`config.mk`:
```
export PLATFORM = sky130hd
export DESIGN_NAME = uart_rx_word_packer
export DESIGN_NICKNAME = d
export VERILOG_FILES = /design/src/rtl/uart_rx_word_packer.sv
export SDC_FILE = /design/constraint.sdc
export NUM_CORES = 1
export LEC_CHECK = 0
export BUFFER_PORTS_ARGS = -buffer_cell sky130_fd_sc_hd__buf_2
export CAP_MARGIN = 20
export CORE_MARGIN = 2
export CORE_UTILIZATION = 39
export CTS_BUF_LIST = sky130_fd_sc_hd__clkbuf_8
export CTS_CLUSTER_SIZE = 16
export DETAILED_ROUTE_END_ITERATION = 10
export GPL_TIMING_DRIVEN = 0
export PLACE_DENSITY_LB_ADDON = 0.3
export RECOVER_POWER = 25
export SETUP_SLACK_MARGIN = 0.15
export SYNTH_ARGS = -nofsm -noshare
export SYNTH_HDL_FRONTEND = slang
export SYNTH_SLANG_ARGS = --single-unit
```
`constraint.sdc`:
```
create_clock -name clk -period 4.9 [get_ports clk]
set_clock_uncertainty 0.05 [all_clocks]
set_input_delay 0.98 -clock clk [delete_from_list [all_inputs] [get_ports clk]]
set_output_delay 0.98 -clock clk [all_outputs]
set_load 0.03 [all_outputs]
```
`src/rtl/uart_rx_word_packer.sv`:
```
// Packs the UART receiver byte stream into WORD_BYTES-wide words and presents them
// on a valid/ready port. Partial words are dropped on frame end or idle timeout.
module uart_rx_word_packer #(
    parameter int  WORD_BYTES  = 4,
    parameter bit  LSB_FIRST   = 1'b0,
    parameter int  TIMEOUT_CYC = 1000,
    localparam int W           = 8 * WORD_BYTES
) (
    input  logic         clk,
    input  logic         rst_n,
    input  logic [7:0]   rx_data_i,
    input  logic         rx_data_valid_i,
    input  logic         rx_frame_end_i,
    input  logic         word_ready_i,
    output logic [W-1:0] word_data_o,
    output logic         word_valid_o,
    output logic [15:0]  byte_cnt_o,
    output logic         partial_drop_o,
    output logic         overflow_o
);

    localparam logic [15:0] LAST_BYTE = 16'(WORD_BYTES - 1);
    localparam int          TW        = (TIMEOUT_CYC > 1) ? $clog2(TIMEOUT_CYC + 1) : 1;
    localparam logic [TW-1:0] TO_LAST = TW'(TIMEOUT_CYC - 1);

    logic [W-1:0]  sh_q,           sh_d;
    logic [15:0]   byte_cnt_q,     byte_cnt_d;
    logic [TW-1:0] idle_q,         idle_d;
    logic [W-1:0]  word_data_q,    word_data_d;
    logic          word_valid_q,   word_valid_d;
    logic          partial_drop_q, partial_drop_d;
    logic          overflow_q,     overflow_d;

    logic [W-1:0]  sh_acc;
    logic          accept;
    logic          complete;
    logic          transfer;
    logic          timeout_hit;
    logic          frame_drop;
    logic          drop;
    logic          load;

    // Shift register contents after taking rx_data_i; for one-byte words it is just the byte.
    generate
        if (WORD_BYTES == 1) begin : g_single
            assign sh_acc = rx_data_i;
        end else if (LSB_FIRST) begin : g_lsb
            assign sh_acc = {rx_data_i, sh_q[W-1:8]};
        end else begin : g_msb
            assign sh_acc = {sh_q[W-9:0], rx_data_i};
        end
    endgenerate

    always_comb begin
        accept      = rx_data_valid_i;
        complete    = accept && (byte_cnt_q == LAST_BYTE);
        transfer    = word_valid_q && word_ready_i;
        timeout_hit = (TIMEOUT_CYC != 0) && !accept && (byte_cnt_q != 16'd0)
                      && (idle_q == TO_LAST);
        // A byte arriving with the frame end is counted first, so it joins the dropped word.
        frame_drop  = rx_frame_end_i && (accept ? !complete : (byte_cnt_q != 16'd0));
        drop        = !complete && (frame_drop || timeout_hit);
        load        = complete && (!word_valid_q || transfer);
    end

    always_comb begin
        sh_d           = sh_q;
        byte_cnt_d     = byte_cnt_q;
        idle_d         = idle_q;
        word_data_d    = word_data_q;
        word_valid_d   = word_valid_q;
        partial_drop_d = drop;
        overflow_d     = complete && word_valid_q && !transfer;

        if (complete || drop) begin
            sh_d       = '0;
            byte_cnt_d = 16'd0;
        end else if (accept) begin
            sh_d       = sh_acc;
            byte_cnt_d = byte_cnt_q + 16'd1;
        end

        if ((TIMEOUT_CYC == 0) || accept || drop || (byte_cnt_q == 16'd0)) begin
            idle_d = '0;
        end else if (idle_q != '1) begin
            idle_d = idle_q + TW'(1);
        end

        if (load) begin
            word_data_d  = sh_acc;
            word_valid_d = 1'b1;
        end else if (transfer) begin
            word_valid_d = 1'b0;
        end
    end

    always_ff @(posedge clk or negedge rst_n) begin
        if (!rst_n) begin
            sh_q           <= '0;
            byte_cnt_q     <= 16'd0;
            idle_q         <= '0;
            word_data_q    <= '0;
            word_valid_q   <= 1'b0;
            partial_drop_q <= 1'b0;
            overflow_q     <= 1'b0;
        end else begin
            sh_q           <= sh_d;
            byte_cnt_q     <= byte_cnt_d;
            idle_q         <= idle_d;
            word_data_q    <= word_data_d;
            word_valid_q   <= word_valid_d;
            partial_drop_q <= partial_drop_d;
            overflow_q     <= overflow_d;
        end
    end

    assign word_data_o    = word_data_q;
    assign word_valid_o   = word_valid_q;
    assign byte_cnt_o     = byte_cnt_q;
    assign partial_drop_o = partial_drop_q;
    assign overflow_o     = overflow_q;

endmodule

```
* Yosys cells after proc, flatten, opt, wreduce, memory -nomap -nowiden
Cells that the tools add are included. Widths: inputs -> output; s select.
Storage, ports and cells: flip-flop bits (word level) 85, bits in latches 0, RAM bits 0, ROM bits 0, bits of input ports 13, output and inout bits 51, logic and storage cells 44, memories 0
Cells by class: add/subtract/negate cells 2, multiply operators 0, div/mod/pow operators 0, $lt $le $gt $ge 0, equal/unequal tests 3, shift operators 0, muxes and demuxes 9, bitwise gates (word level) 0, reduce and logical (&&, ||, !) cells 23
Operators with widths (number):
- $mux 24 | 2
- $mux 16 | 2
- $mux 10 | 2
- $add 16x1->16 const B | 1
- $eq 16x2->1 const B | 1
- $logic_not 16->1 | 1
- $reduce_bool 16->1 | 1
- $add 10x1->10 const B | 1
- $eq 10x10->1 const B | 1
- $ne 10x10->1 const B | 1
- $logic_and 1x1->1 | 9
- $reduce_bool 2->1 | 3
- $logic_or 1x1->1 | 5
- $logic_not 1->1 | 4
- $mux 1 | 3

* Depth between registers and ports, before layout
Gate-level depths: netlist of the first run.
depth in word-level cells 10, depth in mapped cells 8, depth with buffers taken out 5

* Worst setup path before layout of the first run
OpenSTA, ideal clock, no wires.
path type input to register, start input rx_data_valid_i, end register word_data_q[10] (netlist: word_data_o[10]), setup time 0.125 ns, arrival 2.144 ns, data required time 4.725 ns, slack 2.581 ns, stages 5, buffers on the path 2, cell sequence buf_2 -> nand2_1 -> nor3_4 -> buf_12 -> mux2_4
Between the ends: longest elaborated chain between the ends 2
RTL lines:
- start: declaration | line 12 | input logic rx_data_valid_i,
- $logic_and 1x1->1 | line 56 | complete = accept && (byte_cnt_q == LAST_BYTE);
- $logic_and 1x1->1 | line 63 | load = complete && (!word_valid_q || transfer);
- end signal: assignment | line 110 | word_data_q <= word_data_d;
- end: declaration | line 29 | logic [W-1:0] word_data_q, word_data_d;
No other way between the ends. A chain may end at the register's enable or synchronous reset.

==> results_dict.tcl, run 1 <==
set metrics [dict create \
    cts_sinks 85 \
    startpoint_type "input pin" \
    cp_num_buf_inv 2 \
    layout.nets 404 \
    rows 36 \
    p_leak_nw 2.19 \
    core_area_um2 9770 \
    fillers 912 \
    violations "capacitance limit, slew limit" \
    yosysTopAreaCell "dfrtp_1" \
    ios 64 \
    reg2reg_to "word_data_o[20]$_DFFE_PN0P_" \
    drc 0 \
    ys.flop_type "dfrtp_1" \
    antenna_left 0 \
    cts-buffers-inserted 9 \
    die_x_um 104 \
    crit_end "word_valid_o$_DFFE_PN0P_" \
    track_usage_pct 16.2 \
    r2r_start "byte_cnt_o[4]$_DFFE_PN0P_" \
    portBuffers 62 \
    vias_per_cell 5.11 \
    finalCriticalPeriod_ns 2.95 \
    drt_pass1_iterations 4 \
    grt_pass1_wl_um 14300 \
    worstPathArrival_ns 3.10 \
    cts_resized 0 \
    crit_path_start "rst_n" \
    grt_pass1_vias 2779 \
    drt_iter0_drc 98 \
    syn_avg_cell_area_um2 12.5 \
    cp_slowest_stage_delay_ns 1.29 \
    reg2reg_slack_ns 2.60 \
    required_ns 5.05 \
    cts_tree "yes" \
    clk_pin_slew_ns 0.08 \
    finalSetupTns_ns 0 \
    ctsHoldBuffers 0 \
    tightest_slew_ns 1.55 \
    gp_congestion 0.803 \
    detailed_place_hpwl_um 5810 \
    clockBufferDepth 2 \
    slowest_stage "clkbuf_2" \
    p_per_area_nw_per_um2 482 \
    ir_drop_v 0.000181 \
    maxCapViolCount 1 \
    ys_seq_area_share_pct 54.0 \
    yosys_warnings 0 \
    hold_violations 0 \
    antenna_found_initial 0 \
    setup_viol 0 \
    worstSetupPathType "input pin to asynchronous set/reset pin" \
    synth-seq-cells 85 \
    syn_nets 330 \
    final-seq-area_um2 2130 \
    async_reset_ff_share_pct 100 \
    min_path_type "flop to flop" \
    yosys-top-cells-area "dfrtp_1 (54%), mux2_4 (11%), mux2i_1 (6.9%), nor3_1 (5.2%), xnor2_1 (2.4%)" \
    die_h_um 104 \
    crit_chain "clkbuf_1 -> clkbuf_2" \
    syn_inst 314 \
    cts_root_buffer "clkbuf_8" \
    dieArea_um2 10900 \
    drive_gt1_share_pct 33.1 \
    post_cts_buffers 0 \
    cp-end-kind "asynchronous set/reset pin" \
    status "finished with violations" \
    fin_crit_sh_pct 60.3 \
    htree_levels 3 \
    worst_hold_slack_ns 0.457 \
    clock_latency_ns 0.37 \
    start_util_pct 40.3 \
    synth_top_cell_area_share_pct 54.0 \
    fmax_ghz 0.339 \
    area_growth_pct 16.9 \
    syn_area_um2 3940 \
    rsz0062_at_grt "false" \
    gr-total-overflow 0 \
    antennaDiodeCount 0 \
    path_delay_family "buffers and inverters" \
    vias 2687 \
    reg2regPathDepth 5 \
    drt-total-wl_um 8290 \
    final_util_pct 47.1 \
    relSlewSlack_pct -3.57 \
    path_depth 2 \
    grt_max_degree 64 \
    finalMaxSlewViolations 64 \
    synth_edf_count 0 \
    wl_per_cell_um 15.8 \
    cp_max_fo 63 \
    synth_cell_types 43 \
    multi_input_area_um2 1660 \
]
==> cell usage after synthesis (4+ instances only) <==
cell / instances
a31oi_1: 4
xnor2_1: 11
a211oi_1: 8
clkbuf_1: 8
nor2_1: 15
nor3_1: 41
buf_2: 5
nand4_1: 9
mux2i_1: 27
mux2_4: 30
nor4_1: 6
dfrtp_1: 85
nand3_1: 8
nand2_1: 8
inv_1: 6
==> flip-flops by register name, summed over array words and instances (netlist names) <==
register / flops
idle_q: 10
overflow_o: 1
sh_q: 24
word_data_o: 32
partial_drop_o: 1
word_valid_o: 1
byte_cnt_o: 16
==> through the flow <==
| step | std cells | cell area, um2 | worst slack, ns | power (mW) |
|---|---|---|---|---|
| 3_5_place_dp | 510 | 4450 | 2.21 | 1.77 |
| 4_1_cts | 526 | 4630 | 2.57 | 2.25 |
| 5_1_grt | 526 | 4610 | 1.37 | 2.34 |
| 6_report | 526 | 4610 | 1.95 | 2.22 |
| 2_1_floorplan | 314 | 3940 | 2.58 | 1.53 |
| 3_3_place_gp | 509 | 4420 | 2.08 | 1.75 |
==> cell type report <==
cell class,instances,area share (%)
Sequential cell,85,46.2
Clock inverter,7,1.36
Multi-Input combinational cell,204,36.0
Buffer,19,2.80
Tap cell,133,3.61
Clock buffer,9,2.69
Timing Repair Buffer,63,6.82
Inverter,6,0.489
==> how the worst min path moves through the flow <==
stage,start,end,cells past startpoint
floorplan,idle_q[8]$_DFFE_PN0P_,idle_q[8]$_DFFE_PN0P_,1
CTS,rst_n,word_data_o[14]$_DFFE_PN0P_,1
finish,word_data_o[31]$_DFFE_PN0P_,word_data_o[31]$_DFFE_PN0P_,1
detailed placement,word_data_o[26]$_DFFE_PN0P_,word_data_o[26]$_DFFE_PN0P_,1
global route,word_data_o[1]$_DFFE_PN0P_,word_data_o[1]$_DFFE_PN0P_,1
global placement,word_data_o[2]$_DFFE_PN0P_,word_data_o[2]$_DFFE_PN0P_,1
==> placed cells by master (no fill, tap or decap), drive strengths merged <==
cell type / count
or4: 2
o21ba: 1
clkinv: 2
a32oi: 1
o21ai: 3
mux2i: 27
inv: 10
a41oi: 1
nand2: 8
a311oi: 1
xnor2: 11
or2: 1
and4: 3
dfrtp: 85
nor3: 42
a21oi: 2
nand4: 10
clkbuf: 21
nor2: 15
a31oi: 4
and2: 1
o31ai: 1
nor2b: 1
o21a: 1
ha: 3
a2111oi: 1
nor4: 9
nand3: 8
or3: 1
buf: 70
a211oi: 8
mux2: 32
clkinvlp: 1
o211ai: 1
xor2: 3
and3: 1
a31o: 1
==> where the power goes <==
group,switching [mW],internal [mW],leakage [nW]
registers,0.111,0.862,1.15
clock network,0.284,0.195,0.0927
logic,0.459,0.308,0.944
total,0.854,1.37,2.19
==> cells by family after synthesis <==
kind of cell               share of synthesized area, %
AOI/OAI and AO/OA                                  4.86
xor gates and xnor gates                           3.11
adders and majority gates                         0.953
buffers and inverters                              3.84
DFF                                                54.0
muxes                                              18.9
and+or+nand+nor                                    14.4
==> layer usage <==
| layer | wire length [um] | up-vias | global-route usage (%) | share of wire (%) |
|---|---|---|---|---|
| met2 | 3760 | 67 | 24.9 | 45 |
| met5 | 0 | - | 0 | 0 |
| li1 | - | 1299 | - | - |
| met3 | 418 | 10 | 4.76 | 5.0 |
| met1 | 4040 | 1311 | 22.6 | 49 |
| met4 | 73 | 0 | 3.57 | 0.88 |
Note: power is estimated with default switching activity, not from simulation.
==> run 2, diff against run 1 <==
clock period = 2.94 ns   (was 4.9 ns; I/O delays follow)
==> results_dict.tcl, run 2 (same netlist as run 1, synthesis figures left out) <==
set metrics [dict create \
    status "finished, final reports clean" \
    finalSetupTns_ns 0 \
    fmax_ghz 0.434 \
    mostFrequentLayoutCell "dfrtp_1" \
    dp.cells 510 \
    worstSetupPathType "flop to flop" \
    timing.final.ws_setup_ns 0.637 \
    area_growth_pct 17.5 \
    clk_pin_slew_ns 0.10 \
    cts_root_buffer "clkbuf_8" \
    total_power_mw 3.70 \
    drive_gt1_share_pct 33.1 \
    tightest_slew_ns 1.25 \
    clockBufferDepth 2 \
    portBuffers 62 \
    startpoint_type "flop" \
    cp-end-kind "flop" \
    worstPathArrival_ns 2.50 \
    fin_crit_sh_pct 78.3 \
    grt_pass1_vias 2779 \
    cts_tree "yes" \
    layout.nets 404 \
    ir_drop_v 0.000309 \
    setup_viol 0 \
    gp_congestion 0.803 \
    p_per_area_nw_per_um2 800 \
    finalCriticalPeriod_ns 2.30 \
    p_leak_nw 2.20 \
    cts_sinks 85 \
    vias_per_cell 5.11 \
    cts-buffers-inserted 9 \
    cp_slowest_stage_delay_ns 0.50 \
    hp-start "rx_frame_end_i" \
    final_util_pct 47.4 \
    gr-total-overflow 0 \
    antenna_left 0 \
    rows 36 \
    crit_path_start "byte_cnt_o[4]$_DFFE_PN0P_" \
    antenna_found_initial 0 \
    antennaDiodeCount 0 \
    finalMaxSlewViolations 0 \
    fillers 909 \
    reg2reg_to "word_data_o[20]$_DFFE_PN0P_" \
    hold_depth 2 \
    core_area_um2 9770 \
    grt_max_degree 64 \
    rsz0062_at_grt "false" \
    vias 2686 \
    detailed_place_hpwl_um 5810 \
    wl_per_cell_um 15.7 \
    reg2reg_slack_ns 0.64 \
    drt_iter0_drc 100 \
    drt_pass1_iterations 4 \
    clock_latency_ns 0.37 \
    drt-total-wl_um 8270 \
    crit_chain "nor4_2 -> nand4_2 -> nor3_4 -> buf_12 -> mux2_4" \
    htree_levels 3 \
    maxCapViolCount 0 \
    die_x_um 104 \
    hold_violations 0 \
    post_cts_buffers 0 \
    cts_resized 0 \
    slowest_stage "dfrtp_1" \
    place_ws_ns 0.644 \
    required_ns 3.13 \
    track_usage_pct 16.2 \
    final_cell_mix "dfrtp_1 (85), buf_2 (66), nor3_1 (41)" \
    relSlewSlack_pct 17.0 \
    min_path_type "input pin to flop" \
    r2r_start "byte_cnt_o[4]$_DFFE_PN0P_" \
    reg2regPathDepth 5 \
    largest_reg_flops 32 \
    final_cells 526 \
    grt_pass1_wl_um 14300 \
    die_h_um 104 \
    cp_max_fo 10 \
    dieArea_um2 10900 \
    drc 0 \
    start_util_pct 40.3 \
    holdPathEnd "byte_cnt_o[7]$_DFFE_PN0P_" \
    ios 64 \
    ctsHoldBuffers 0 \
]
[run 2: layer usage]
metal  up-vias  global-route usage [%]  part of all wire [%]
li1       1298                       -                     -
met1      1312                    22.6                    49
met2        66                    24.9                    45
met3        10                    4.76                   4.9
met4         0                    3.57                  0.74
met5         -                       0                     0
[run 2: final cells by class]
type | instances | area [um2] | area share (%)
sequential | 85 | 2130 | 46.0
multi-input combinational | 204 | 1660 | 35.9
timing repair buffer | 63 | 337 | 7.27
inverter | 6 | 22.5 | 0.487
clock buffer | 9 | 124 | 2.68
buffer | 19 | 129 | 2.78
tap | 133 | 166 | 3.60
clock inverter | 7 | 62.6 | 1.35
[run 2: how the worst max path moves through the flow]
stage	endpoint	slack (ns)	depth (start not counted)
global route	sh_q[19]$_DFFE_PN0P_	0.48	8
CTS	word_data_o[28]$_DFFE_PN0P_	0.61	5
finish	word_data_o[20]$_DFFE_PN0P_	0.64	5
global placement	byte_cnt_o[14]$_DFFE_PN0P_	0.51	1
floorplan	word_data_o[10]$_DFFE_PN0P_	0.77	5
detailed placement	word_data_o[16]$_DFFE_PN0P_	0.64	5
[run 2: critical path, delay by kind of cell (launching register included)]
kind                   cells  cell delay, ns
and+or+nand+nor            3            1.12
DFF                        1            0.50
muxes                      1            0.30
buffers and inverters      1            0.21
[run 2: stage by stage]
stage	hold slack, ns	instance area [um2]
floorplan	0.242	3940
global placement	0.438	4420
detailed placement	0.439	4450
CTS	0.0386	4630
global route	0.390	4630
finish	0.400	4630
[run 2: report_power, final]
group          internal, mW  total, mW  switching, mW
logic                 0.517       1.28          0.765
clock network         0.325      0.798          0.473
registers              1.44       1.62          0.185
total                  2.28       3.70           1.42
==> run 3, diff against run 2 <==
clock period = 2.3 ns   (was 2.94 ns; I/O delays follow)
==> results_dict.tcl, run 3 (same netlist as run 1, synthesis figures left out) <==
set metrics [dict create \
    total_power_mw 4.81 \
    reg2reg_slack_ns 0.17 \
    drt_iter0_drc 139 \
    final_util_pct 48.2 \
    drc 0 \
    startpoint_type "flop" \
    clock_latency_ns 0.37 \
    worst_hold_slack_ns 0.151 \
    htree_levels 3 \
    status "finished, final reports clean" \
    cts-buffers-inserted 9 \
    finalMaxSlewViolations 0 \
    area_growth_pct 19.6 \
    clockBufferDepth 2 \
    drt-total-wl_um 8430 \
    relSlewSlack_pct 27.3 \
    dieArea_um2 10900 \
    clk_pin_slew_ns 0.10 \
    crit_chain "nor4_2 -> nand4_4 -> nor3_4 -> buf_12 -> buf_12 -> mux2_4" \
    setup_viol 0 \
    cp-end-kind "flop" \
    drt_pass1_iterations 4 \
    finalCriticalPeriod_ns 2.13 \
    rows 36 \
    worstSetupPathType "flop to flop" \
    drive_gt1_share_pct 35.6 \
    vias_per_cell 5.24 \
    antenna_found_initial 0 \
    die_x_um 104 \
    cts_tree "yes" \
    ctsHoldBuffers 0 \
    fin_crit_sh_pct 92.4 \
    worstPathArrival_ns 2.32 \
    wl_per_cell_um 15.9 \
    ios 64 \
    rsz0062_at_grt "true" \
    gr-total-overflow 0 \
    grt_max_degree 52 \
    final_cell_mix "dfrtp_1 (84), buf_2 (64), nor3_1 (41)" \
    start_util_pct 40.3 \
    grt_pass1_vias 2766 \
    cp_max_fo 10 \
    cts_root_buffer "clkbuf_8" \
    portBuffers 62 \
    track_usage_pct 16.1 \
    grt_pass1_wl_um 14100 \
    ir_drop_v 0.000521 \
    tightest_slew_ns 1.09 \
    fmax_ghz 0.471 \
    cp_slowest_stage_delay_ns 0.49 \
    largest_reg_flops 32 \
    hold_violations 0 \
    required_ns 2.50 \
    core_area_um2 9770 \
    cts_sinks 85 \
    p_per_area_nw_per_um2 1020 \
    detailed_place_hpwl_um 5820 \
    min_path_type "input pin to asynchronous set/reset pin" \
    antenna_left 0 \
    p_leak_nw 2.25 \
    cp_common_cell "buf_12" \
    gp_congestion 0.804 \
    antennaDiodeCount 0 \
    die_h_um 104 \
    slowest_stage "dfrtp_1" \
    vias 2771 \
    maxCapViolCount 0 \
    layout.nets 407 \
    mostFrequentLayoutCell "dfrtp_1" \
]
==> run 3: metal layers <==
metal  part of all wire (%)  global-route usage (%)  up-vias
li1                       -                       -     1307
met1                     45                    21.9     1385
met2                     49                    25.7       65
met3                    4.5                    3.70       14
met4                    1.2                    4.34        0
met5                      0                       0        -
==> run 3: what timing repair did <==
action | 4_1_cts | 5_1_grt
pin swaps | 1 | 1
endpoints found under the setup margin | 58 | 70
gates resized for setup | 4 | 14
setup buffers | 1 | 2
==> run 3: cell type report <==
cell class / count / area (um2)
Tap cell: 133 / 166
Multi-Input combinational cell: 204 / 1700
Sequential cell: 85 / 2130
Timing Repair Buffer: 66 / 350
Buffer: 19 / 143
Clock inverter: 7 / 78.8
Fill cell: 928 / 5060
Clock buffer: 9 / 124
Inverter: 6 / 22.5
==> run 3: power by group <==
group          internal (mW)  total, mW  switching, mW
registers               1.84       2.08          0.244
clock network          0.429       1.06          0.631
logic                  0.687       1.67          0.983
total                   2.95       4.81           1.86
==> run 3: per-stage QoR <==
| stage | area [um2] | TNS (ns) | setup slack, ns | instances |
|---|---|---|---|---|
| 5_1_grt | 4710 | 0 | 0.0677 | 529 |
| 6_report | 4710 | 0 | 0.175 | 529 |
| 3_3_place_gp | 4420 | -0.187 | -0.155 | 509 |
| 4_1_cts | 4680 | 0 | 0.153 | 527 |
| 2_1_floorplan | 3940 | 0 | 0.160 | 314 |
| 3_5_place_dp | 4450 | 0 | 0.0162 | 510 |
==> run 3: path summary, 6_finish.rpt <==
path,start,to,depth (start not counted)
max,byte_cnt_o[6]$_DFFE_PN0P_,word_data_o[23]$_DFFE_PN0P_,6
min,rst_n,word_data_o[29]$_DFFE_PN0P_,1
max reg2reg,byte_cnt_o[6]$_DFFE_PN0P_,word_data_o[23]$_DFFE_PN0P_,6
min reg2reg,sh_q[16]$_DFFE_PN0P_,word_data_o[24]$_DFFE_PN0P_,1
max in group asynchronous,rst_n,sh_q[2]$_DFFE_PN0P_,2
min in group clk,rx_frame_end_i,byte_cnt_o[7]$_DFFE_PN0P_,2
==> run 3: worst max-delay path, delay by kind of cell, from the launching register on <==
family,cells,cell delay [ns]
flops,1,0.49
simple gates,3,0.87
buf+inv,2,0.30
mux,1,0.30
